### src/rtl/fabric_add_arb_if.sv
// Bundle of requester-side and fabric-side signals for the fabric add arbiter.
// The slave modport is the arbiter's view; the master modport drives it.
interface fabric_add_arb_if #(
    parameter int unsigned NREQ = 4
);
    localparam int unsigned TW = 2;
    localparam int unsigned NW = 4;
    localparam int unsigned AW = 12;
    localparam int unsigned DW = 12;
    localparam int unsigned GW = (NREQ > 1) ? $clog2(NREQ) : 1;

    logic [NREQ-1:0]    req_valid;
    logic [TW*NREQ-1:0] req_type;
    logic [NW*NREQ-1:0] req_dst_nid;
    logic [AW*NREQ-1:0] req_addr;
    logic [DW*NREQ-1:0] req_data;
    logic [NREQ-1:0]    req_ready;
    logic [NREQ-1:0]    req_mask;
    logic               fabric_add_ready;
    logic               fabric_add_valid;
    logic [TW-1:0]      fabric_add_type;
    logic [NW-1:0]      fabric_add_dst_nid;
    logic [AW-1:0]      fabric_add_addr;
    logic [DW-1:0]      fabric_add_data;
    logic [GW-1:0]      arb_last_grant;

    modport slave (
        input  req_valid, req_type, req_dst_nid, req_addr, req_data, req_mask,
        input  fabric_add_ready,
        output req_ready, fabric_add_valid, fabric_add_type, fabric_add_dst_nid,
        output fabric_add_addr, fabric_add_data, arb_last_grant
    );

    modport master (
        output req_valid, req_type, req_dst_nid, req_addr, req_data, req_mask,
        output fabric_add_ready,
        input  req_ready, fabric_add_valid, fabric_add_type, fabric_add_dst_nid,
        input  fabric_add_addr, fabric_add_data, arb_last_grant
    );
endinterface

### src/rtl/fabric_add_arb.sv
// Round-robin arbiter folding NREQ requesters into one registered fabric add slot.
// The slot may drain and refill in the same cycle, giving one packet per cycle.
module fabric_add_arb #(
    parameter int unsigned NREQ = 4
) (
    input  logic             clk,
    input  logic             reset,
    fabric_add_arb_if.slave  bus
);
    localparam int unsigned TW = 2;
    localparam int unsigned NW = 4;
    localparam int unsigned AW = 12;
    localparam int unsigned DW = 12;
    localparam int unsigned GW = (NREQ > 1) ? $clog2(NREQ) : 1;

    typedef enum logic {S_EMPTY = 1'b0, S_FULL = 1'b1} state_t;

    typedef struct packed {
        logic [TW-1:0] ptype;
        logic [NW-1:0] nid;
        logic [AW-1:0] addr;
        logic [DW-1:0] data;
    } pkt_t;

    state_t          r_state;
    state_t          w_state_nxt;
    pkt_t            r_pkt;
    pkt_t            w_sel_pkt;
    logic [GW-1:0]   r_last_grant;
    logic [GW-1:0]   w_grant_idx;
    logic            w_grant_vld;
    logic            w_slot_free;
    logic            w_capture;
    logic [NREQ-1:0] w_elig;
    logic [NREQ-1:0] w_req_ready;

    assign w_elig      = bus.req_valid & ~bus.req_mask;
    assign w_slot_free = (r_state == S_EMPTY) || bus.fabric_add_ready;
    assign w_capture   = |(bus.req_valid & w_req_ready);

    // First eligible requester, starting one past the last grant and wrapping
    always_comb begin
        int unsigned cand;
        cand        = 0;
        w_grant_vld = 1'b0;
        w_grant_idx = r_last_grant;
        for (int unsigned i = 0; i < NREQ; i++) begin
            cand = (32'(r_last_grant) + i + 1) % NREQ;
            if (!w_grant_vld && w_elig[GW'(cand)]) begin
                w_grant_vld = 1'b1;
                w_grant_idx = GW'(cand);
            end
        end
    end

    assign w_sel_pkt.ptype = bus.req_type[w_grant_idx*TW +: TW];
    assign w_sel_pkt.nid   = bus.req_dst_nid[w_grant_idx*NW +: NW];
    assign w_sel_pkt.addr  = bus.req_addr[w_grant_idx*AW +: AW];
    assign w_sel_pkt.data  = bus.req_data[w_grant_idx*DW +: DW];

    always_ff @(posedge clk) begin
        if (reset) begin
            r_state <= S_EMPTY;
        end else begin
            r_state <= w_state_nxt;
        end
    end

    always_comb begin
        w_state_nxt = r_state;
        case (r_state)
            S_EMPTY: if (w_capture) w_state_nxt = S_FULL;
            S_FULL: begin
                if (w_capture) begin
                    w_state_nxt = S_FULL;
                end else if (bus.fabric_add_ready) begin
                    w_state_nxt = S_EMPTY;
                end
            end
            default: w_state_nxt = S_EMPTY;
        endcase
    end

    // Accept is suppressed throughout reset so nothing is handed over mid-reset
    always_comb begin
        w_req_ready = '0;
        if (!reset && w_slot_free && w_grant_vld) begin
            w_req_ready[w_grant_idx] = 1'b1;
        end
    end

    always_ff @(posedge clk) begin
        if (reset) begin
            r_pkt        <= '0;
            r_last_grant <= GW'(NREQ - 1);
        end else if (w_capture) begin
            r_pkt        <= w_sel_pkt;
            r_last_grant <= w_grant_idx;
        end
    end

    assign bus.req_ready          = w_req_ready;
    assign bus.fabric_add_valid   = (r_state == S_FULL);
    assign bus.fabric_add_type    = r_pkt.ptype;
    assign bus.fabric_add_dst_nid = r_pkt.nid;
    assign bus.fabric_add_addr    = r_pkt.addr;
    assign bus.fabric_add_data    = r_pkt.data;
    assign bus.arb_last_grant     = r_last_grant;
endmodule

### src/flat_wrapper.sv
// flat-port wrapper written by rule: the top's interface ports become plain ports
module fabric_add_arb_flat 
#(
    parameter int unsigned NREQ = 4
)
  (clk, reset, bus_req_valid, bus_req_type, bus_req_dst_nid, bus_req_addr, bus_req_data, bus_req_mask, bus_fabric_add_ready, bus_req_ready, bus_fabric_add_valid, bus_fabric_add_type, bus_fabric_add_dst_nid, bus_fabric_add_addr, bus_fabric_add_data, bus_arb_last_grant);
  fabric_add_arb_if #(.NREQ(NREQ)) bus_i ();
  input  logic clk;
  input  logic reset;
  input wire logic [$bits(bus_i.req_valid)-1:0] bus_req_valid;
  input wire logic [$bits(bus_i.req_type)-1:0] bus_req_type;
  input wire logic [$bits(bus_i.req_dst_nid)-1:0] bus_req_dst_nid;
  input wire logic [$bits(bus_i.req_addr)-1:0] bus_req_addr;
  input wire logic [$bits(bus_i.req_data)-1:0] bus_req_data;
  input wire logic [$bits(bus_i.req_mask)-1:0] bus_req_mask;
  input wire logic [$bits(bus_i.fabric_add_ready)-1:0] bus_fabric_add_ready;
  output wire logic [$bits(bus_i.req_ready)-1:0] bus_req_ready;
  output wire logic [$bits(bus_i.fabric_add_valid)-1:0] bus_fabric_add_valid;
  output wire logic [$bits(bus_i.fabric_add_type)-1:0] bus_fabric_add_type;
  output wire logic [$bits(bus_i.fabric_add_dst_nid)-1:0] bus_fabric_add_dst_nid;
  output wire logic [$bits(bus_i.fabric_add_addr)-1:0] bus_fabric_add_addr;
  output wire logic [$bits(bus_i.fabric_add_data)-1:0] bus_fabric_add_data;
  output wire logic [$bits(bus_i.arb_last_grant)-1:0] bus_arb_last_grant;
  assign bus_i.req_valid = bus_req_valid;
  assign bus_i.req_type = bus_req_type;
  assign bus_i.req_dst_nid = bus_req_dst_nid;
  assign bus_i.req_addr = bus_req_addr;
  assign bus_i.req_data = bus_req_data;
  assign bus_i.req_mask = bus_req_mask;
  assign bus_i.fabric_add_ready = bus_fabric_add_ready;
  assign bus_req_ready = bus_i.req_ready;
  assign bus_fabric_add_valid = bus_i.fabric_add_valid;
  assign bus_fabric_add_type = bus_i.fabric_add_type;
  assign bus_fabric_add_dst_nid = bus_i.fabric_add_dst_nid;
  assign bus_fabric_add_addr = bus_i.fabric_add_addr;
  assign bus_fabric_add_data = bus_i.fabric_add_data;
  assign bus_arb_last_grant = bus_i.arb_last_grant;
  fabric_add_arb #(.NREQ(NREQ)) u_core (.clk(clk), .reset(reset), .bus(bus_i));
endmodule
### config.mk
export PLATFORM = sky130hd
export DESIGN_NAME = fabric_add_arb_flat
export DESIGN_NICKNAME = d
export VERILOG_FILES = /design/src/rtl/fabric_add_arb_if.sv /design/src/rtl/fabric_add_arb.sv /design/src/flat_wrapper.sv
export SDC_FILE = /design/constraint.sdc
export NUM_CORES = 1
export LEC_CHECK = 0
export BUFFER_PORTS_ARGS = -buffer_cell sky130_fd_sc_hd__buf_2
export CORE_UTILIZATION = 38
export CTS_CLUSTER_SIZE = 20
export DETAILED_ROUTE_END_ITERATION = 8
export GPL_TIMING_DRIVEN = 0
export PLACE_DENSITY = 0.77
export SETUP_SLACK_MARGIN = 0.02
export SYNTH_ARGS = -nofsm -noshare
export SYNTH_HDL_FRONTEND = slang
export SYNTH_SLANG_ARGS = --single-unit
export TNS_END_PERCENT = 10
### constraint.sdc
create_clock -name clk -period 1.9 [get_ports clk]
set_input_delay 0.38 -clock clk [delete_from_list [all_inputs] [get_ports clk]]
set_output_delay 0.38 -clock clk [all_outputs]
set_load 0.01 [all_outputs]
==> results.md, run 1 <==
Timing:
- Headroom to the max-slew limit came out at 0.6773.
- The final setup violation count is 9.
- The final worst clock skew is approximately 4.0 ps.
- The final critical-path required period is 2144 ps.
- After layout, the worst setup slack is -243.6 ps.
- The pin slew with the least headroom to its limit is 484.0 ps.
- Setup repair after global routing could not meet its margin everywhere.
- The final-layout worst hold slack is 363.9 ps.
- The max-slew violation count is 0.
- The final hold violation count was 0.
- The share of the clock period used by the worst path after layout is 1.128.
- The total negative slack for setup checks is -881.8 ps.
- Derived from the worst setup path, the maximum achievable clock frequency is 466.5 MHz.

Finish:
- The filler cells instantiated in the layout total 562.
- The count of antenna diodes in the layout is 0.
- The fraction of final layout cells with drive strength greater than 1 is 0.5393.
- Relative to the synthesized area, the layout overhead comes to 53.05%.
- Leaving out fill and tap cells, the most frequent cells in the layout are sky130_fd_sc_hd__buf_2 (163), sky130_fd_sc_hd__nand2b_1 (32), sky130_fd_sc_hd__dfxtp_1 (32).
- The final layout contains 602 nets.
- Leaving out fill and tap cells, the most frequent cell in the layout is sky130_fd_sc_hd__buf_2.

Clock tree:
- The clock latency on the worst-skew pair is 280 ps.
- Clock tree synthesis inserted a total of 5 buffers.
- The number of hold buffers added after CTS was 0.
- The buffer levels on the longest clock path is 2.
- TritonCTS built the clock tree.
- For this design, the sink count on the clock tree is 33.
- The buffer type at the clock tree root is sky130_fd_sc_hd__clkbuf_8.
- The maximum level of the CTS H-tree is 2.
- The clock transition at the registers of the reported paths is 70 ps.

Global route:
- The maximum number of pins on one net before global-route repair is 11.
- The number of global-route vias before repair is 3020.
- The number of antenna violations at the first check in global routing is 0.
- The overflow left after global routing is 0.
- The first global-routing pass estimated 14.15 mm of wire.
- For this run, the total global-route usage over all layers was measured as 0.2491.

Drt:
- The first-pass detailed-route iteration total is 4.
- The starting DRC count in detailed routing is ~110.
- Using the TritonRoute via totals, the vias-per-cell ratio works out to 5.586.
- The post-route antenna net violation count is 0.
- The total DRC errors in the routed layout is 0.
- The via count of the routed design is 3061.
- Dividing the detail-routed wire length by the instance count gives around 16 um.
- For this block, the routed nets add up to around 8.8 mm of wire.

Worst hold path:
- The worst hold path begins at bus_req_data[6].
- The worst hold endpoint is u_core.bus.fabric_add_data[6].
- In this run the worst hold path is classified as input port to flop.
- The instance count along the most critical hold path is 3.

Yosys:
- In this run the mean area of a mapped cell was 8.811 um2.
- The number of different library cells in the post-synthesis netlist is 35.
- The sequential share of the synthesized area is 0.2640.
- In this run the cell area of the synthesized design comes to 2502 um2.
- For this run, the number of Yosys warnings is 0.
- The cell count after synthesis came out at around 280.
- The count of state elements after synthesis is 33.
- The net count after synthesis is between 400 and 500.

Floorplan:
- In this run the standard cell core region covers between 6000 and 7000 um2.
- The vertical extent of the die is 83.15 um.
- The die span in x is around 83 um.
- For this configuration, the core starts out at a cell density of 0.3941.
- The floorplan has 29 rows.
- During I/O placement, the number of pins put on the boundary was around 170.
- The floorplan die area is 6914 um2.

Critical path:
- Among all stages on the critical path, the largest delay is contributed by sky130_fd_sc_hd__or3b_4.
- Walking the worst path, the cells encountered are or3b_4 -> a32o_2 -> clkbuf_8 -> nor2b_4 -> buf_6.
- The startpoint-to-endpoint class of the critical path is flop to output pin.
- For the worst setup path, the data required time is 1520 ps.
- The maximum net fanout on the critical path is 7.
- The worst setup path is captured at an output pin.
- The count of cells along the worst register-to-register path is 8.
- Data on the critical path arrives at its endpoint at 1760 ps.
- The worst register-to-register path ends at u_core.bus.fabric_add_addr[5].
- The worst register-to-register path has a setup slack of -10 ps.
- The source of the worst register-to-register timing path is u_core.bus.arb_last_grant[0].
- The worst setup path is launched from a flop.
- For this run, the slowest stage of the critical path takes 420 ps.

Outcome:
- The flow ran to the end, but the final reports show violations.
- The checks that failed: setup timing.

Place:
- The global placement routability congestion is 0.7675.
- The number of buffers added on ports is 167.
- The detailed placement HPWL is 6.249 mm.

Power:
- For this design the ratio of total power to cell area is 661.7 nW/um2.
- The standby leakage power is 1.782 nW.
- The peak supply drop is 0.3884 mV.

Flow run:
- Max-cap violations in this run came to 0.
critical path, delay by kind of cell, from the launching register on:
kind | cells | cell delay [ps]
flip-flops | 1 | 370
AO/OA/AOI/OAI | 1 | 310
buffers and inverters | 2 | 260
AND/OR/NAND/NOR | 2 | 540
worst max path at each step:
stage / slack, ps / to / from
5_1_grt: -280 / bus_req_ready[2] / bus_req_mask[0]
2_1_floorplan: -2 / bus_req_ready[1] / u_core.bus.arb_last_grant[0]
6_report: -240 / bus_req_ready[0] / u_core.bus.arb_last_grant[0]
3_5_place_dp: -370 / bus_req_ready[2] / bus_req_mask[0]
3_3_place_gp: -360 / bus_req_ready[2] / bus_req_mask[0]
4_1_cts: -230 / bus_req_ready[1] / u_core.bus.arb_last_grant[0]
flip-flops by register name, summed over array words and instances, names as in the netlist:
name and count:
u_core.bus.fabric_add_addr 12, u_core.bus.fabric_add_valid 1, u_core.bus.fabric_add_data 12, u_core.bus.fabric_add_dst_nid 4, u_core.bus.arb_last_grant 2, u_core.bus.fabric_add_type 2
final cells by class:
type / count / area (um2) / share of cell area
Buffer: 29 / 222.7 / 0.05815
Timing Repair Buffer: 181 / 1002 / 0.2617
Sequential cell: 33 / 664.4 / 0.1735
Tap cell: 77 / 96.34 / 0.02516
Inverter: 1 / 3.754 / 0.0009801
Clock buffer: 7 / 86.33 / 0.02254
Multi-Input combinational cell: 220 / 1754 / 0.4580
routing by layer:
| layer | up-vias | GRT usage | share of wire |
|---|---|---|---|
| li1 | 1488 | - | - |
| met1 | 1432 | 0.3042 | 0.42 |
| met2 | 127 | 0.4449 | 0.51 |
| met3 | 14 | 0.03877 | 0.052 |
| met4 | 0 | 0.07994 | 0.016 |
| met5 | - | 0 | 0 |
power breakdown:
group	internal, W	switching [W]
clock network	0.000288	0.000258
registers	0.000806	0.0000615
logic	0.000548	0.000573
stage by stage:
step,area [um2],util,power (W),instances,setup slack [ps]
detailed placement,3468,0.5462,0.001877,528,-374.9
global route,3830,0.6032,0.002685,548,-283.1
CTS,3764,0.5927,0.002514,547,-229.2
global placement,3468,0.5462,0.001854,528,-356.0
finish,3830,0.6032,0.002534,548,-243.6
floorplan,2536,-,0.001472,284,-1.855
repair_timing:
action / 4_1_cts / 5_1_grt
gates resized for setup: 28 / 18
setup buffers: 13 / 1
endpoints found under the setup margin: 28 / 33
pin swaps: 34 / 20
cells by family (layout without fill, tap and decap cells):
family	Yosys count	in the layout	share of synthesized area
AOI/OAI and AO/OA	107	107	0.4115
buffers and inverters	31	218	0.06500
DFF	33	33	0.2640
and+or+nand+nor	113	113	0.2595
cell usage after synthesis, drive strengths merged:
| library cell | n | area share |
|---|---|---|
| nand2b | 34 | 0.091 |
| dfxtp | 33 | 0.26 |
| nand2 | 31 | 0.046 |
| a211oi | 30 | 0.090 |
| a22oi | 30 | 0.15 |
| a32oi | 30 | 0.10 |
| and3 | 30 | 0.075 |
| clkbuf | 21 | 0.032 |
| buf | 9 | 0.032 |
| nor2b | 8 | 0.020 |
| a31oi | 4 | 0.025 |
| nor2 | 3 | 0.0045 |
| a21oi | 2 | 0.0040 |
| a22o | 2 | 0.0070 |
| nand4 | 2 | 0.0050 |
| o21ai | 2 | 0.0040 |
| or3b | 2 | 0.0080 |
| a2111oi | 1 | 0.0035 |
| a211o | 1 | 0.0035 |
| a221o | 1 | 0.0040 |
| a32o | 1 | 0.0040 |
| and2 | 1 | 0.0025 |
| inv | 1 | 0.0015 |
| nand3 | 1 | 0.0020 |
| nor3b | 1 | 0.0050 |
| o211ai | 1 | 0.0030 |
| o21bai | 1 | 0.0030 |
| o22ai | 1 | 0.0080 |
Power figures use the tool's default switching activity.
==> run 2: changes to the inputs <==
- clock period: 1.9 -> 1.7 ns (I/O delays scaled with it)
==> run 2 against run 1 <==
Critical endpoint is now bus_req_ready[1]. Global-route usage down 0.44 points. Core utilization up 1.2 points. Critical path depth grew 1. Clock skew is essentially flat. Largest power group unchanged. The flow still finishes with violations (setup timing). First-iteration DRC count down 6.4%. Count of clock-buffer cells in the layout is the same. Power up 14%. Sequential power rose by 12%. Sequential share of layout area fell by 0.33 points.
==> results.md, run 2 (synthesized netlist as in run 1, its figures left out) <==
Critical path:
- Critical path cell sequence: or3b_4 -> a31oi_4 -> o22ai_4 -> buf_8 -> nor2b_4 -> buf_6 (was or3b_4 -> a32o_2 -> clkbuf_8 -> nor2b_4 -> buf_6).
- The kind of cell with the highest combined delay on the critical path was simple AND/OR/NAND/NOR gates (unchanged).
- The required arrival time at the worst endpoint is 1360 ps (was 1520 ps).
- The nature of the critical path endpoint is an output pin (unchanged).
- The startpoint-to-endpoint class of the critical path is flop to output pin (unchanged).
- The critical-path cell with the highest stage delay is sky130_fd_sc_hd__or3b_4 (unchanged).
- The maximum net fanout on the critical path came to 7 (unchanged).
- The critical path launch point type is a flop (unchanged).
- The register-to-register path setup slack is -230 ps (was -10 ps).
- The count of buffering cells on the critical path with inverters included came to 2 (unchanged).
- The maximum single-stage delay on the critical path is 420 ps (about the same).
- The arrival time of data at the critical path endpoint was 1750 ps (was 1760 ps).

Drt:
- The vias per cell came to 5.439 (was 5.586).
- The starting DRC count in detailed routing was 102 (was 109).
- The via count of the routed design is 3024 (was 3061).
- The first-pass detailed-route iteration total is 4 (unchanged).
- The detailed-route wire length is 8.745 mm (was 8.849 mm).
- The post-route antenna net violation count is 0 (unchanged).
- The final routed wire length divided by cell count is 15.73 um (was 16.15 um).
- The total DRC errors in the routed layout is 0 (unchanged).

Floorplan:
- The die span in x is 83.15 um (unchanged).
- The vertical extent of the die is 83.15 um (unchanged).
- The effective utilization at floorplan is 0.3941 (unchanged).
- The placeable core area is 6350 um2 (unchanged).
- The cell row count came to 29 (unchanged).
- The number of placed I/O pins is 168 (unchanged).
- The floorplan die area is 6914 um2 (unchanged).

Place:
- The global placement routability congestion was 0.7773 (was 0.7675).
- The post-placement worst setup slack was -424.0 ps (was -374.9 ps).
- The number of buffers added on ports is 167 (unchanged).
- The cell count after placement came to 528 (unchanged).
- The area after detailed placement was 3520 um2 (was 3468 um2).
- The detailed placement HPWL is 6.388 mm (was 6.249 mm).

Timing:
- The final setup violation count was 35 (was 9).
- The worst relative slew slack is 0.6434 (was 0.6773).
- The final hold violation count is 0 (unchanged).
- The post-layout worst setup margin came to -389.9 ps (was -243.6 ps).
- RSZ-0062 raised after global routing: true (unchanged).
- The worst path in the final design needs a cycle of 2090 ps, including I/O delays and setup.
- The timing-limited maximum frequency is 478.5 MHz.
- The max-slew violation count is 0 (unchanged).
- The share of the clock period used by the worst path after layout is 1.229.
- The pin slew with the least headroom to its limit is 534.8 ps (was 484.0 ps).
- The final worst clock skew was 4.502 ps (was 4.015 ps).

Global route:
- The number of antenna violations at the first check in global routing was 0 (unchanged).
- The overflow left after global routing is 0 (unchanged).
- The aggregate global-route resource usage is 0.2446 (was 0.2491).
- The maximum number of pins on one net before global-route repair is 11 (unchanged).
- The number of global-route vias before repair is 2959 (was 3020).
- The first-pass GRT wire length is 13.77 mm (was 14.15 mm).

Clock tree:
- The clock tree from TritonCTS is yes (unchanged).
- The maximum level of the CTS H-tree is 2 (unchanged).
- The buffer levels on the longest clock path was 2 (unchanged).
- The clock transition at the registers of the reported paths came to 70 ps (about the same).
- The clock latency on the worst-skew pair is 280 ps (about the same).
- The number of clock sinks seen by CTS is 33 (unchanged).
- The buffer type at the clock tree root is sky130_fd_sc_hd__clkbuf_8 (unchanged).
- The CTS buffer count is 5 (unchanged).

Outcome:
- Violations in the final reports: setup timing (unchanged).
- Run status: complete, but fails checks (unchanged).

Finish:
- The final standard cell area without fillers is 3904 um2 (was 3830 um2).
- The fraction of final layout cells with drive strength greater than 1 is 0.5491 (was 0.5393).
- The final layout net count was 610 (was 602).
- The number of non-filler instances in the completed layout is 556 (was 548).
- The count of antenna diodes in the layout was 0 (unchanged).
- The commonest non-fill, non-tap cell in the layout is sky130_fd_sc_hd__buf_2 (unchanged).
- Most used cells in the layout excluding fill and tap cells: sky130_fd_sc_hd__buf_2 (164), sky130_fd_sc_hd__nand2b_1 (32), sky130_fd_sc_hd__dfxtp_1 (32) (was sky130_fd_sc_hd__buf_2 (163), sky130_fd_sc_hd__nand2b_1 (32), sky130_fd_sc_hd__dfxtp_1 (32)).
- The area growth from synthesis to final layout came to 56.00% (was 53.05%).

Power:
- The peak supply drop was 0.5197 mV (was 0.3884 mV).
- The internal power consumption is 0.001878 W (was 0.001641 W).
- The fraction of power consumed by combinational cells came to 0.455 (was 0.442).
- The clock network power share came to 0.210 (was 0.216).
- The standby leakage power is 1.815 nW (was 1.782 nW).
- The net load switching power is 0.001009 W (was 0.0008931 W).
- The total power is 0.002887 W (was 0.002534 W).
- The power density of the placed cells is 739.5 nW/um2 (was 661.7 nW/um2).
- The register share of total power is 0.335 (was 0.342).
- The switching part of the total is 0.3495 (was 0.3524).

Worst hold path:
- The classification of the worst-slack hold path is input port to flop (unchanged).

Flow run:
- The max-capacitance violation count is 0 (unchanged).
==> run 2: what timing repair did <==
item | in CTS | in global routing
hold buffers | 0 | 0
hold endpoints to repair | 0 | 0
setup buffers | 6 | 16
pin swaps | 8 | 20
resized for setup | 16 | 21
setup endpoints to repair | 35 | 36
==> run 2: final cells by class <==
class	count	area [um2]
clock buffer	7	86.33
buffer	29	234.0
multi-input combinational	220	1778
tap	77	96.34
fill	566	2446
timing repair buffer	189	1041
inverter	1	3.754
sequential	33	664.4
==> run 2: power by group through the flow <==
stage | Combinational [W] | Clock, W | Sequential [W]
CTS | 0.00120 | 0.000612 | 0.000966
detailed placement | 0.00115 | 0 | 0.000979
finish | 0.00131 | 0.000605 | 0.000968
global route | 0.00142 | 0.000652 | 0.000982
floorplan | 0.000631 | 0 | 0.00104
global placement | 0.00112 | 0 | 0.000976
==> run 2: layer usage <==
metal | track usage | up-vias | share of wire
met2 | 0.4329 | 126 | 0.50
met4 | 0.06897 | 0 | 0.013
met5 | 0 | - | 0
li1 | - | 1498 | -
met1 | 0.2951 | 1390 | 0.43
met3 | 0.05567 | 10 | 0.059
==> run 2: metrics by stage <==
| stage | hold slack (ps) | util | TNS, ps |
|---|---|---|---|
| after floorplan | 482.8 | - | -459.7 |
| after global placement | 447.0 | 0.5543 | -10770 |
| after detailed placement | 451.7 | 0.5543 | -11520 |
| after CTS | 313.3 | 0.5834 | -7096 |
| after global routing | 317.2 | 0.6148 | -8117 |
| final | 320.5 | 0.6148 | -6554 |
==> run 2: worst paths after layout <==
kind                                 startpoint                             to  cells past startpoint
hold / removal                  bus_req_type[1]  u_core.bus.fabric_add_type[1]                      3
hold reg to reg   u_core.bus.fabric_add_type[1]  u_core.bus.fabric_add_type[1]                      2
setup / recovery   u_core.bus.arb_last_grant[0]               bus_req_ready[1]                      6
setup reg to reg   u_core.bus.arb_last_grant[0]  u_core.bus.fabric_add_data[1]                      8
==> run 2: worst register-to-register path, cell delays in order (launching register included) <==
cell                      delay, ps
sky130_fd_sc_hd__dfxtp_4        370
sky130_fd_sc_hd__or3b_4         420
sky130_fd_sc_hd__a31oi_4        210
sky130_fd_sc_hd__o22ai_4        110
sky130_fd_sc_hd__buf_8          130
sky130_fd_sc_hd__buf_4          130
sky130_fd_sc_hd__buf_8          140
sky130_fd_sc_hd__a22oi_2        170
sky130_fd_sc_hd__a32oi_1        120
==> run 3: changes to the inputs <==
- CORE_MARGIN: default -> 5
==> run 3 against run 2 <==
The run still ends with setup timing left. Non-clock buffer count decreased by 1. Clock power increased by 2%. Final cell count decreased by 0.18%. Design area decreased by 0.90%. Critical endpoint unchanged.
==> results.md, run 3 (synthesized netlist as in run 1, its figures left out) <==
Outcome:
- Run status: complete, but fails checks (unchanged).
- Violations in the final reports: setup timing (unchanged).

Timing:
- The max-slew violation count came to 0 (unchanged).
- The final hold violation count is 0 (unchanged).
- The timing-limited maximum frequency was 483.2 MHz (was 478.5 MHz).
- The final setup violation count came to 35 (unchanged).
- RSZ-0062 raised after global routing: true (unchanged).
- The post-layout worst setup margin is -369.4 ps (was -389.9 ps).
- The pin slew with the least headroom to its limit was 513.1 ps (was 534.8 ps).
- The worst relative slew slack is 0.6580 (was 0.6434).
- The share of the clock period used by the worst path after layout is 1.217 (was 1.229).
- The final critical-path required period came to 2069 ps (was 2090 ps).
- The final worst clock skew is 5.625 ps (was 4.502 ps).

Critical path:
- The critical-path cell with the highest stage delay is sky130_fd_sc_hd__or3b_4 (unchanged).
- The arrival time of data at the critical path endpoint is 1730 ps (was 1750 ps).
- The critical path launch point type is a flop (unchanged).
- The startpoint-to-endpoint class of the critical path is flop to output pin (unchanged).
- The beginning of the critical path is u_core.bus.arb_last_grant[0] (unchanged).
- The required arrival time at the worst endpoint was 1360 ps (about the same).
- The maximum single-stage delay on the critical path is 420 ps (about the same).
- Critical path cell sequence: or3b_4 -> a31oi_4 -> o22ai_4 -> buf_8 -> nor2b_4 -> buf_6 (unchanged).
- The maximum net fanout on the critical path is 6 (was 7).
- The source of the worst register-to-register timing path is u_core.bus.arb_last_grant[0] (unchanged).
- The nature of the critical path endpoint is an output pin (unchanged).

Global route:
- The first-pass GRT wire length was 15.11 mm (was 13.77 mm).
- The maximum number of pins on one net before global-route repair was 11 (unchanged).
- The number of global-route vias before repair is 3197 (was 2959).
- The overflow left after global routing is 0 (unchanged).
- The number of antenna violations at the first check in global routing is 0 (unchanged).
- The aggregate global-route resource usage is 0.2164 (was 0.2446).

Worst hold path:
- The critical hold path startpoint is bus_req_data[11] (was bus_req_type[1]).
- The classification of the worst-slack hold path was input port to flop (unchanged).

Place:
- The detailed placement HPWL was 7.095 mm (was 6.388 mm).
- The number of buffers added on ports is 167 (unchanged).
- The global placement routability congestion is 0.8106 (was 0.7773).

Floorplan:
- The floorplan die area was 8308 um2 (was 6914 um2).
- The vertical extent of the die came to 91.15 um (was 83.15 um).
- The number of placed I/O pins came to 168 (unchanged).
- The die span in x is 91.15 um (was 83.15 um).
- The effective utilization at floorplan is 0.3918 (was 0.3941).
- The placeable core area is 6386 um2 (was 6350 um2).
- The cell row count came to 29 (unchanged).

Clock tree:
- The buffer levels on the longest clock path is 2 (unchanged).
- The CTS buffer count is 5 (unchanged).
- The clock tree from TritonCTS is yes (unchanged).
- The clock transition at the registers of the reported paths is 70 ps (about the same).
- The maximum level of the CTS H-tree is 2 (unchanged).
- The number of clock sinks seen by CTS is 33 (unchanged).
- The clock latency on the worst-skew pair is 280 ps (about the same).
- The total of hold buffers inserted after clock tree synthesis is 0 (unchanged).
- The buffer type at the clock tree root is sky130_fd_sc_hd__clkbuf_8 (unchanged).

Finish:
- The fraction of final layout cells with drive strength greater than 1 is 0.5418 (was 0.5491).
- The count of antenna diodes in the layout came to 0 (unchanged).
- The area growth from synthesis to final layout is 54.60% (was 56.00%).
- The utilization after layout is 0.6058 (was 0.6148).
- The commonest non-fill, non-tap cell in the layout is sky130_fd_sc_hd__buf_2 (unchanged).
- The final layout net count came to 609 (was 610).
- Most used cells in the layout excluding fill and tap cells: sky130_fd_sc_hd__buf_2 (163), sky130_fd_sc_hd__nand2b_1 (32), sky130_fd_sc_hd__dfxtp_1 (32) (was sky130_fd_sc_hd__buf_2 (164), sky130_fd_sc_hd__nand2b_1 (32), sky130_fd_sc_hd__dfxtp_1 (32)).

Drt:
- The final routed wire length divided by cell count is 17.22 um (was 15.73 um).
- The highest routing layer actually used is met4 (unchanged).
- The via count of the routed design is 3074 (was 3024).
- The total DRC errors in the routed layout is 0 (unchanged).
- The detailed-route wire length is 9.555 mm (was 8.745 mm).
- The wire length on met1 is 3.872 mm (was 3.760 mm).
- The routed wire length on met3 was 828 um (was 512 um).
- The starting DRC count in detailed routing is 68 (was 102).
- The vias per cell is 5.539 (was 5.439).
- The first-pass detailed-route iteration total came to 4 (unchanged).
- The length of routed met2 wiring was 4.703 mm (was 4.355 mm).
- The post-route antenna net violation count is 0 (unchanged).

Flow run:
- The max-capacitance violation count came to 0 (unchanged).

Power:
- The peak supply drop came to 0.4195 mV (was 0.5197 mV).
- The total power is 0.002868 W (was 0.002887 W).
- The standby leakage power was 1.806 nW (was 1.815 nW).
- The power density of the placed cells is 741.3 nW/um2 (was 739.5 nW/um2).
==> run 3: worst max-delay path, delay by kind of cell (launching register included) <==
kind,cells,cell delay [ps]
AO/OA/AOI/OAI,2,300
buffers and inverters,2,250
flip-flops,1,370
AND/OR/NAND/NOR,2,530
==> run 3: final cells by class <==
type | count | area (um2)
buffer | 29 | 225.2
fill | 569 | 2517
sequential | 33 | 664.4
clock buffer | 7 | 86.33
inverter | 1 | 3.754
timing repair buffer | 188 | 1035
multi-input combinational | 220 | 1758
tap | 77 | 96.34
==> run 3: path summary, 6_finish.rpt <==
kind	endpoint	slack (ps)	depth (start not counted)
max	bus_req_ready[1]	-370	6
min	u_core.bus.fabric_add_data[11]	320	3
max reg2reg	u_core.bus.fabric_add_data[10]	-230	8
min reg2reg	u_core.bus.fabric_add_addr[9]	460	2
==> run 3: report_power, final <==
group	internal (W)	switching (W)
registers	0.000900	0.0000690
logic	0.000631	0.000650
clock network	0.000322	0.000297
total	0.00185	0.00102
==> run 3: routing by layer <==
metal	global-route usage	up-vias
li1	-	1494
met1	0.2521	1419
met2	0.3816	149
met3	0.06033	12
met4	0.06846	0
met5	0	-
==> run 3: repair_timing <==
item | in CTS | in global routing
hold endpoints to repair | 0 | 0
setup buffers | 12 | 9
endpoints found under the setup margin | 36 | 35
resized for setup | 19 | 7
pin swaps | 8 | 38
==> run 3: per-stage QoR <==
stage / TNS [ps] / hold slack, ps / std cells / cell area [um2] / setup slack, ps
6_report: -6656 / 317.8 / 555 / 3869 / -369.4
5_1_grt: -8560 / 313.4 / 555 / 3869 / -405.1
4_1_cts: -6894 / 303.8 / 546 / 3762 / -424.5
3_5_place_dp: -12480 / 448.0 / 528 / 3520 / -463.8
3_3_place_gp: -10350 / 445.9 / 528 / 3520 / -420.9
2_1_floorplan: -459.7 / 482.8 / 284 / 2587 / -70.36
